$ cat src/rtl/c0_exc_ctrl.sv
// rtl/c0_exc_ctrl.sv - CP0 exception/interrupt request generator and ERET sequencer
module c0_exc_ctrl #(
   parameter int          IRQ_W       = 6,
   parameter int          SYNC_STAGES = 2,
   parameter logic [31:0] VECTOR      = 32'h8000_0180
) (
   input  logic             clk,
   input  logic             rst,
   input  logic [IRQ_W-1:0] irq,
   input  logic             commit_valid,
   input  logic [31:0]      commit_pc,
   input  logic             commit_bd,
   input  logic             exc_ov,
   input  logic             exc_sys,
   input  logic             exc_bp,
   input  logic             eret,
   input  logic [31:0]      Status,
   input  logic [31:0]      EPC,
   output logic             INT,
   output logic [31:0]      wepc,
   output logic [31:0]      wcause,
   output logic [31:0]      wstatus,
   output logic             c0w,
   output logic [4:0]       waddr,
   output logic [31:0]      wdata,
   output logic             redirect,
   output logic [31:0]      redirect_pc,
   output logic             flush,
   output logic             double_fault
);

   typedef enum logic [1:0] {S_IDLE, S_TAKE, S_HANDLER, S_RETURN} state_t;

   state_t            r_state;
   state_t            w_next;
   logic [IRQ_W-1:0]  r_sync [SYNC_STAGES];
   logic [IRQ_W-1:0]  w_ip;
   logic              w_sync_exc;
   logic              w_int_ok;
   logic              w_take;
   logic              w_ret;
   logic              w_dfault;
   logic [4:0]        w_exccode;
   logic [31:0]       w_cause;
   logic [31:0]       r_wepc;
   logic [31:0]       r_wcause;
   logic [31:0]       r_wstatus;
   logic [31:0]       r_wdata;
   logic [31:0]       r_redirect_pc;
   logic              r_dfault;

   always_ff @(posedge clk or posedge rst) begin
      if (rst) begin
         for (int i = 0; i < SYNC_STAGES; i++) r_sync[i] <= '0;
      end else begin
         r_sync[0] <= irq;
         for (int i = 1; i < SYNC_STAGES; i++) r_sync[i] <= r_sync[i-1];
      end
   end

   assign w_ip       = r_sync[SYNC_STAGES-1];
   assign w_sync_exc = exc_ov | exc_sys | exc_bp;
   assign w_int_ok   = Status[0] & ~Status[1] & (|(w_ip & Status[10 +: IRQ_W])) & (r_state == S_IDLE);
   // ERET outranks interrupts, so an ERET commit in IDLE swallows a pending IRQ for that cycle.
   assign w_take     = (r_state == S_IDLE) & commit_valid & (w_sync_exc | (~eret & w_int_ok));
   assign w_ret      = (r_state == S_HANDLER) & commit_valid & eret & ~w_sync_exc;
   assign w_dfault   = (r_state == S_HANDLER) & commit_valid & w_sync_exc;

   always_comb begin
      w_exccode = 5'd0;
      if (exc_ov)       w_exccode = 5'd12;
      else if (exc_sys) w_exccode = 5'd8;
      else if (exc_bp)  w_exccode = 5'd9;
      w_cause             = '0;
      w_cause[31]         = commit_bd;
      w_cause[10 +: IRQ_W] = w_ip;
      w_cause[6:2]        = w_exccode;
   end

   always_ff @(posedge clk or posedge rst) begin
      if (rst) r_state <= S_IDLE;
      else     r_state <= w_next;
   end

   always_comb begin
      w_next = r_state;
      case (r_state)
         S_IDLE:    if (w_take) w_next = S_TAKE;
         S_TAKE:    w_next = S_HANDLER;
         S_HANDLER: if (w_ret) w_next = S_RETURN;
         S_RETURN:  w_next = S_IDLE;
         default:   w_next = S_IDLE;
      endcase
   end

   always_ff @(posedge clk or posedge rst) begin
      if (rst) begin
         r_wepc        <= '0;
         r_wcause      <= '0;
         r_wstatus     <= '0;
         r_wdata       <= '0;
         r_redirect_pc <= '0;
         r_dfault      <= 1'b0;
      end else begin
         if (w_take) begin
            r_wepc        <= commit_bd ? commit_pc - 32'd4 : commit_pc;
            r_wcause      <= w_cause;
            r_wstatus     <= {Status[31:2], 1'b1, Status[0]};
            r_redirect_pc <= VECTOR;
         end
         if (w_ret) begin
            r_wdata       <= {Status[31:2], 1'b0, Status[0]};
            r_redirect_pc <= EPC;
         end
         if (w_dfault) r_dfault <= 1'b1;
      end
   end

   always_comb begin
      INT          = (r_state == S_TAKE);
      c0w          = (r_state == S_RETURN);
      redirect     = (r_state == S_TAKE) | (r_state == S_RETURN);
      flush        = redirect;
      waddr        = c0w ? 5'd12 : 5'd0;
      wepc         = r_wepc;
      wcause       = r_wcause;
      wstatus      = r_wstatus;
      wdata        = r_wdata;
      redirect_pc  = r_redirect_pc;
      double_fault = r_dfault;
   end

endmodule

$ cat config.mk
export PLATFORM = sky130hd
export DESIGN_NAME = c0_exc_ctrl
export DESIGN_NICKNAME = d
export VERILOG_FILES = /design/src/rtl/c0_exc_ctrl.sv
export SDC_FILE = /design/constraint.sdc
export NUM_CORES = 1
export LEC_CHECK = 0
export BUFFER_PORTS_ARGS = -buffer_cell sky130_fd_sc_hd__buf_2
export CAP_MARGIN = 25
export CORE_MARGIN = 2
export CORE_UTILIZATION = 48
export CTS_CLUSTER_SIZE = 28
export DETAILED_ROUTE_END_ITERATION = 16
export HOLD_SLACK_MARGIN = 0.03
export PLACE_DENSITY = 0.81
export SLEW_MARGIN = 40
export SYNTH_ARGS = -nofsm -noshare
export SYNTH_HDL_FRONTEND = slang
export SYNTH_SLANG_ARGS = --single-unit
$ cat constraint.sdc
create_clock -name clk -period 5.7 [get_ports clk]
set_input_delay 0.285 -clock clk [delete_from_list [all_inputs] [get_ports clk]]
set_output_delay 0.285 -clock clk [all_outputs]
set_load 0.02 [all_outputs]
==> summary.txt, run 1 <==
Detailed routing
  • Vias post-DR: 5275
  • Routed Antenna Nets: 0
  • 1st-iter DRT viols: 235
  • 1st-pass router iterations: 7
  • Vias per inst: between 4 and 5
  • Post-route DRC: 0
  • Drt wl/cell: 14.59 microns
  • Final WL: 15530 microns

Synthesis
  • YS warnings: 0
  • Post-synthesis sequential area ratio: 0.5838
  • Mean Syn Cell Area: 10.47 sq um
  • Synth unique cells: 44
  • Asr flop ratio synth: 1.000
  • Top cells by area, synth: dfrtp_1, nand2_1, mux2_2, buf_4, nand3_1
  • Post-synth EDFFs: 0
  • Synthesized area: 6515 sq um
  • #FFs+latches synth: 152
  • Synth Flop Type: dfrtp_1
  • Gate Count Post-Synth: a little over 600
  • Dominant cell type by area after synthesis: dfrtp_1
  • Synth top area share: 0.5838

Finish
  • Area Overhead vs Synth: 29.75%
  • Layout cells sized above 1: 0.3885
  • Area occupied by multi-input gates: 2462 sq um
  • Inserted Diodes: 0
  • Fill cells: 1093
  • Design area: between 8000 and 9000 sq um
  • FF/Latch Area: 3804 sq um
  • Fin nets: 991

Die
  • Chip width: 120.5 microns
  • Row Count: 42
  • I/O pins: 280
  • Die ar.: 14520 sq um
  • Core Region: between 10000 and 15000 sq um
  • Die height: roughly 120 microns
  • Starting Density: 0.4920

Pwr
  • P_sw: about 1.7 mW
  • Sw Share: 0.3953
  • P per Cell Area: slightly above 500 nW/um^2
  • Leak Pwr: around 4.5 nW
  • Comb pwr share: 0.381
  • Power Internal: 2.654 mW
  • Peak supply drop: about 350 uV
  • Seq pwr share: 0.384
  • Clock share of power: 0.235

Placement
  • IO Port Bufs: 253
  • Placed Area: 7830 sq um
  • RD Place Congestion: around 0.83
  • Hpwl dp: 10980 microns

STA
  • Fin Hold WS: 0.05556 ns
  • Fin crit share: 0.4376
  • Final Hold Vio Count: 0
  • Fin crit period: about 2.5 ns
  • Setup TNS: 0 ns
  • Fmax achieved: 400.9 MHz
  • Worst Max-Slew Pin Slew: 0.6896 ns
  • Relative slew slack: 0.5402
  • Clock Skew: 0.006296 ns
  • RSZ-0062 raised after global routing: false
  • Finish-stage setup viols: 0
  • Slew Viols, Final: 0

Clock network
  • Clock transition at the registers of the reported paths: 0.07 ns
  • Root Buffer: clkbuf_16
  • Clk sinks: 152
  • CTS tree: done
  • CTS Buf Count: 17
  • CTS max path bufs: 2
  • CTS HTree Levels: 4
  • Clock insertion delay at the later pin of the skew report: 0.41 ns
  • Number of setup buffers added after CTS: 0

Hold path
  • Type of the tightest min-delay check: input port to register

Worst setup path
  • Crit-path slowest cell: buf_4
  • Startpoint types: register
  • CP cell instances: a22o_1, o31ai_1, a21o_4, buf_4, mux2_2
  • CP Class: register to register
  • Slowest stage delay, CP: 0.49 ns
  • Crit-path max FO: 44
  • Critical path data required time: 6.00 ns
  • Arrival @ worst endpoint: 2.79 ns
  • CP endpoint kind: register

Global routing
  • Pin count of the biggest net entering global routing: 95
  • GRT Total Usage: 0.2184
  • Total grt overflow: 0
  • Initial antenna violation count: 0
  • Vias in the first global route: just over 5000
  • First-pass GRT wire length: around 25000 microns

Status
  • Status: finished, final reports clean

Flow run
  • Max Cap Viol: 0
==> final timing paths <==
path	to	startpoint	slack, ns	depth (start not counted)
max	wstatus[29]$_DFFE_PP0P_	w_ip[2]$_DFF_PP0_	3.21	5
max reg2reg	wstatus[29]$_DFFE_PP0P_	w_ip[2]$_DFF_PP0_	3.21	5
min reg2reg	w_ip[4]$_DFF_PP0_	r_sync[10]$_DFF_PP0_	0.35	0
min in group asynchronous	wstatus[21]$_DFFE_PP0P_	rst	0.53	3
min	redirect_pc[21]$_DFFE_PP0P_	EPC[21]	0.06	3
max in group asynchronous	wstatus[22]$_DFFE_PP0P_	rst	4.18	4
==> cell families after synthesis <==
family | share of synthesized area
xor gates and xnor gates | 0.03764
DFF | 0.5838
and+or+nand+nor | 0.1963
other | 0.0005756
buffers and inverters | 0.05569
muxes | 0.07259
AOI/OAI and AO/OA | 0.04187
adders and majority gates | 0.01152
==> what timing repair did <==
action	CTS	global route
gates resized for setup	0	0
hold buffers	6	1
endpoints found under the hold margin	6	23
==> critical path, delay by kind of cell (launching register included) <==
| family | cells | cell delay (ns) |
|---|---|---|
| AOI/OAI and AO/OA | 3 | 1.08 |
| buffers and inverters | 1 | 0.49 |
| muxes | 1 | 0.40 |
| DFF | 1 | 0.38 |
==> per-stage QoR <==
stage | worst slack (ns) | util | power [mW] | std cells
after global routing | 3.068 | 0.6383 | 4.651 | 1064
after global placement | 2.622 | 0.5894 | 3.316 | 1024
after floorplan | 1.322 | - | 2.779 | 647
final | 3.206 | 0.6383 | 4.389 | 1064
after detailed placement | 3.165 | 0.5913 | 3.378 | 1025
after CTS | 3.182 | 0.6371 | 4.428 | 1063
==> synth_stat cells, types with 2 or more instances <==
library cell,count
a22o_1,3
o31a_1,2
xor2_1,9
mux2_2,42
nand2b_1,3
nand2_1,191
nor2_1,17
nand3_1,34
nor3_1,9
buf_2,8
dfrtp_1,152
a21oi_1,4
nor4_1,7
nor3b_1,3
ha_1,6
nand4_1,3
o21ai_0,33
nand3b_1,2
inv_1,6
buf_4,30
clkbuf_1,16
xnor2_1,19
a31oi_1,2
==> placed cells by master, fill, tap and decap left out, types with 4 or more instances in the layout <==
cell type	n
mux2_2	42
buf_2	253
nor2_1	16
a21oi_1	4
inv_1	5
nor4_1	7
dlygate4sd3_1	7
xnor2_1	19
clkbuf_16	17
ha_1	6
nand3_1	34
dfrtp_1	152
xor2_1	9
nor3_1	8
clkinv_4	4
conb_1	26
o21ai_0	33
nand2_1	191
==> registers in the layout, indices dropped and copies added (netlist names) <==
register      cells
wepc             32
double_fault      1
redirect_pc      32
wstatus          32
wdata            31
w_ip              6
r_state           2
r_sync            6
wcause           10
==> power by group through the flow <==
stage / clock network (mW) / logic, mW / registers (mW)
6_report: 1.03 / 1.67 / 1.69
5_1_grt: 1.11 / 1.81 / 1.73
4_1_cts: 1.06 / 1.69 / 1.69
2_1_floorplan: 0 / 0.599 / 2.18
3_5_place_dp: 0 / 1.68 / 1.70
3_3_place_gp: 0 / 1.63 / 1.68
==> per-layer routing <==
metal | vias to the layer above | wire, microns | global-route usage
met2 | 211 | 7804 | 0.3715
met3 | 27 | 1106 | 0.06368
met1 | 2531 | 6254 | 0.2643
met4 | 0 | 361 | 0.07922
met5 | - | 0 | 0
li1 | 2506 | - | -
==> area by class of cell <==
class,instances,share of cell area
inverters,6,0.003552
multi-input cells,433,0.2913
clock inverters,15,0.01436
repair buffers,265,0.1644
flip-flops and latches,152,0.4500
well taps,176,0.02605
clock buffers,17,0.05033
No activity file was read; power rests on OpenSTA's default activity.
==> run 2: changes to the inputs <==
clock period = 2.4 ns   (was 5.7 ns; I/O delays follow)
==> run 2 against run 1 <==
- clock power increased to 2.8 times the previous value
- sequential share of layout area decreased by 4.8 points
- first-iteration DRC count increased by 23%
- total power increased to 2.5 times the previous value
- routed wire length increased by 15%
- global-route usage increased by 3.0 points
- critical path depth increased by 2
- worst setup slack got worse by 2.9 ns
- core utilization increased by 7.6 points
- sequential power increased by 140%
- critical path type is now input port to register
- largest cell class unchanged
- register-to-register slack got worse by 2.9 ns
- critical endpoint is now wepc[22]$_DFFE_PP0P_
==> summary.txt, run 2 (synthesized netlist as in run 1, its figures left out) <==
Worst setup path
  • CP Class: input port to register (was register to register)
  • Reg-to-Reg End: wcause[12]$_DFFE_PP0P_ (was wstatus[29]$_DFFE_PP0P_)
  • CP endpoint kind: register (unchanged)
  • Crit-path max FO: 6 (was 44)
  • Arrival @ worst endpoint: 2.39 ns (was 2.79 ns)
  • Startpoint types: input port (was register)
  • Critical path data required time: 2.70 ns (was 6.00 ns)
  • R2R Setup Slk: 0.34 ns (was 3.21 ns)
  • Reg2reg path depth: 5 (unchanged)
  • Reg-to-reg startpoint: w_ip[2]$_DFF_PP0_ (unchanged)

STA
  • Setup TNS: 0 ns (unchanged)
  • RSZ-0062 raised after global routing: false (unchanged)
  • Fin Hold WS: 0.05376 ns (was 0.05556 ns)
  • Finish-stage setup viols: 0 (unchanged)
  • Final Hold Vio Count: 0 (unchanged)
  • Clock Skew: 0.007445 ns (was 0.006296 ns)
  • Fin crit period: 2.089 ns
  • Relative slew slack: 0.6405 (was 0.5402)
  • Worst Max-Slew Pin Slew: 0.5392 ns (was 0.6896 ns)
  • Fin crit share: 0.8703
  • Fmax achieved: between 400 and 500 MHz
  • Slew Viols, Final: 0 (unchanged)

Die
  • Die height: 120.5 microns (unchanged)
  • Chip width: 120.5 microns (unchanged)
  • Core Region: 13240 sq um (unchanged)
  • Die ar.: 14520 sq um (unchanged)
  • Row Count: 42 (unchanged)
  • Starting Density: 0.4920 (unchanged)
  • I/O pins: 280 (unchanged)

Global routing
  • Pin count of the biggest net entering global routing: 81 (was 95)
  • GRT Total Usage: 0.2485 (was 0.2184)
  • Vias in the first global route: 5792 (was 5148)
  • Total grt overflow: 0 (unchanged)
  • First-pass GRT wire length: 28120 microns (was 24830 microns)
  • Initial antenna violation count: 0 (unchanged)

Detailed routing
  • Final WL: 17790 microns (was 15530 microns)
  • Drt wl/cell: 15.39 microns (was 14.59 microns)
  • 1st-pass router iterations: 5 (was 7)
  • Vias per inst: 4.974 (was 4.958)
  • 1st-iter DRT viols: 288 (was 235)
  • Vias post-DR: 5750 (was 5275)
  • Post-route DRC: 0 (unchanged)
  • Routed Antenna Nets: 0 (unchanged)

Finish
  • Most common cell after layout, fill and taps aside: buf_2 (unchanged)
  • Layout Cells excl Fill: 1156 (was 1064)
  • Fill cells: 894 (was 1093)
  • Area Overhead vs Synth: 45.29% (was 29.75%)
  • Fin nets: 1083 (was 991)
  • Layout cells sized above 1: 0.3602 (was 0.3885)
  • Final core occ: 0.7148 (was 0.6383)
  • Most frequent cells in the layout: buf_2, nand2_1, dfrtp_1 (unchanged)
  • Inserted Diodes: 0 (unchanged)

Flow run
  • Max Cap Viol: 0 (unchanged)

Pwr
  • Peak supply drop: 662.5 uV (was 350.3 uV)
  • Total power: 11.06 mW (was 4.389 mW)
  • P per Cell Area: 1168 nW/um^2 (was 519.3 nW/um^2)
  • Leak Pwr: 4.939 nW (was 4.501 nW)

Hold path
  • Worst Hold Path Cells: 3 (unchanged)
  • Hold worst-path end: wepc[21]$_DFFE_PP0P_ (was redirect_pc[21]$_DFFE_PP0P_)
  • Hold Crit Start: commit_pc[21] (was EPC[21])
  • Type of the tightest min-delay check: input port to register (unchanged)

Clock network
  • CTS tree: done (unchanged)
  • Post-cts resize count: 0 (unchanged)
  • CTS Buf Count: 17 (unchanged)
  • CTS HTree Levels: 4 (unchanged)
  • Clk sinks: 152 (unchanged)
  • Clock transition at the registers of the reported paths: 0.06 ns (was 0.07 ns)
  • CTS max path bufs: 2 (unchanged)
  • Root Buffer: clkbuf_16 (unchanged)
  • Clock insertion delay at the later pin of the skew report: 0.42 ns (was 0.41 ns)

Placement
  • RD Place Congestion: 0.7916 (was 0.8254)
  • Placed cells: 1037 (was 1025)
  • IO Port Bufs: 253 (unchanged)
  • Hpwl dp: 11310 microns (was 10980 microns)

Status
  • Status: finished, final reports clean (unchanged)
[run 2: cell count changes in the layout (fill, tap and decap cells not counted), sizes merged]
cell,delta
inv,-4
clkbuf,+5
clkinv,-5
bufinv,+4
buf,+12
dlygate4sd3,+80
[run 2: layout make-up]
| class | count | area (sq um) | area share |
|---|---|---|---|
| multi-input cells | 433 | 2457 | 0.2596 |
| clock inverters | 10 | 166.4 | 0.01758 |
| flip-flops and latches | 152 | 3804 | 0.4019 |
| repair buffers | 357 | 2327 | 0.2459 |
| clock buffers | 22 | 464.2 | 0.04904 |
| inverters | 6 | 26.28 | 0.002776 |
| well taps | 176 | 220.2 | 0.02327 |
[run 2: worst max-delay path by stage]
stage | endpoint | slack, ns | cells past startpoint | from
after floorplan | double_fault$_DFFE_PP0P_ | 0.36 | 1 | rst
after global placement | wepc[22]$_DFFE_PP0P_ | 0.34 | 8 | commit_pc[2]
after detailed placement | wepc[22]$_DFFE_PP0P_ | 0.31 | 8 | commit_pc[2]
after CTS | wepc[22]$_DFFE_PP0P_ | 0.33 | 7 | commit_pc[5]
after global routing | wepc[10]$_DFFE_PP0P_ | 0.19 | 7 | w_ip[2]$_DFF_PP0_
final | wepc[22]$_DFFE_PP0P_ | 0.31 | 7 | commit_pc[5]
[run 2: timing repair]
action	CTS	global route
buffers inserted	0	0
hold buffers	87	0
hold endpoints to repair	268	0
[run 2: critical path, stage by stage]
cell,delay (ns)
dlygate4sd3_1,0.54
buf_2,0.15
and4bb_4,0.40
nand4b_4,0.12
or4_4,0.55
o31a_1,0.25
o31a_1,0.27
[run 2: metal layers]
layer	up-vias	track usage	part of all wire
li1	2703	-	-
met1	2748	0.2866	0.39
met5	-	0	0
met3	50	0.06745	0.063
met2	249	0.4248	0.51
met4	0	0.1257	0.040
[run 2: power breakdown]
part / internal (mW) / total, mW / switching [mW]
Clock: 1.80 / 2.84 / 1.04
Sequential: 3.52 / 4.03 / 0.509
Combinational: 1.57 / 4.18 / 2.61
Total: 6.90 / 11.1 / 4.16
[run 2: per-stage QoR]
stage	setup WS, ns	area, sq um
floorplan	0.3631	6613
global placement	0.3365	7964
detailed placement	0.3077	7964
CTS	0.3291	9465
global route	0.1891	9465
finish	0.3113	9465
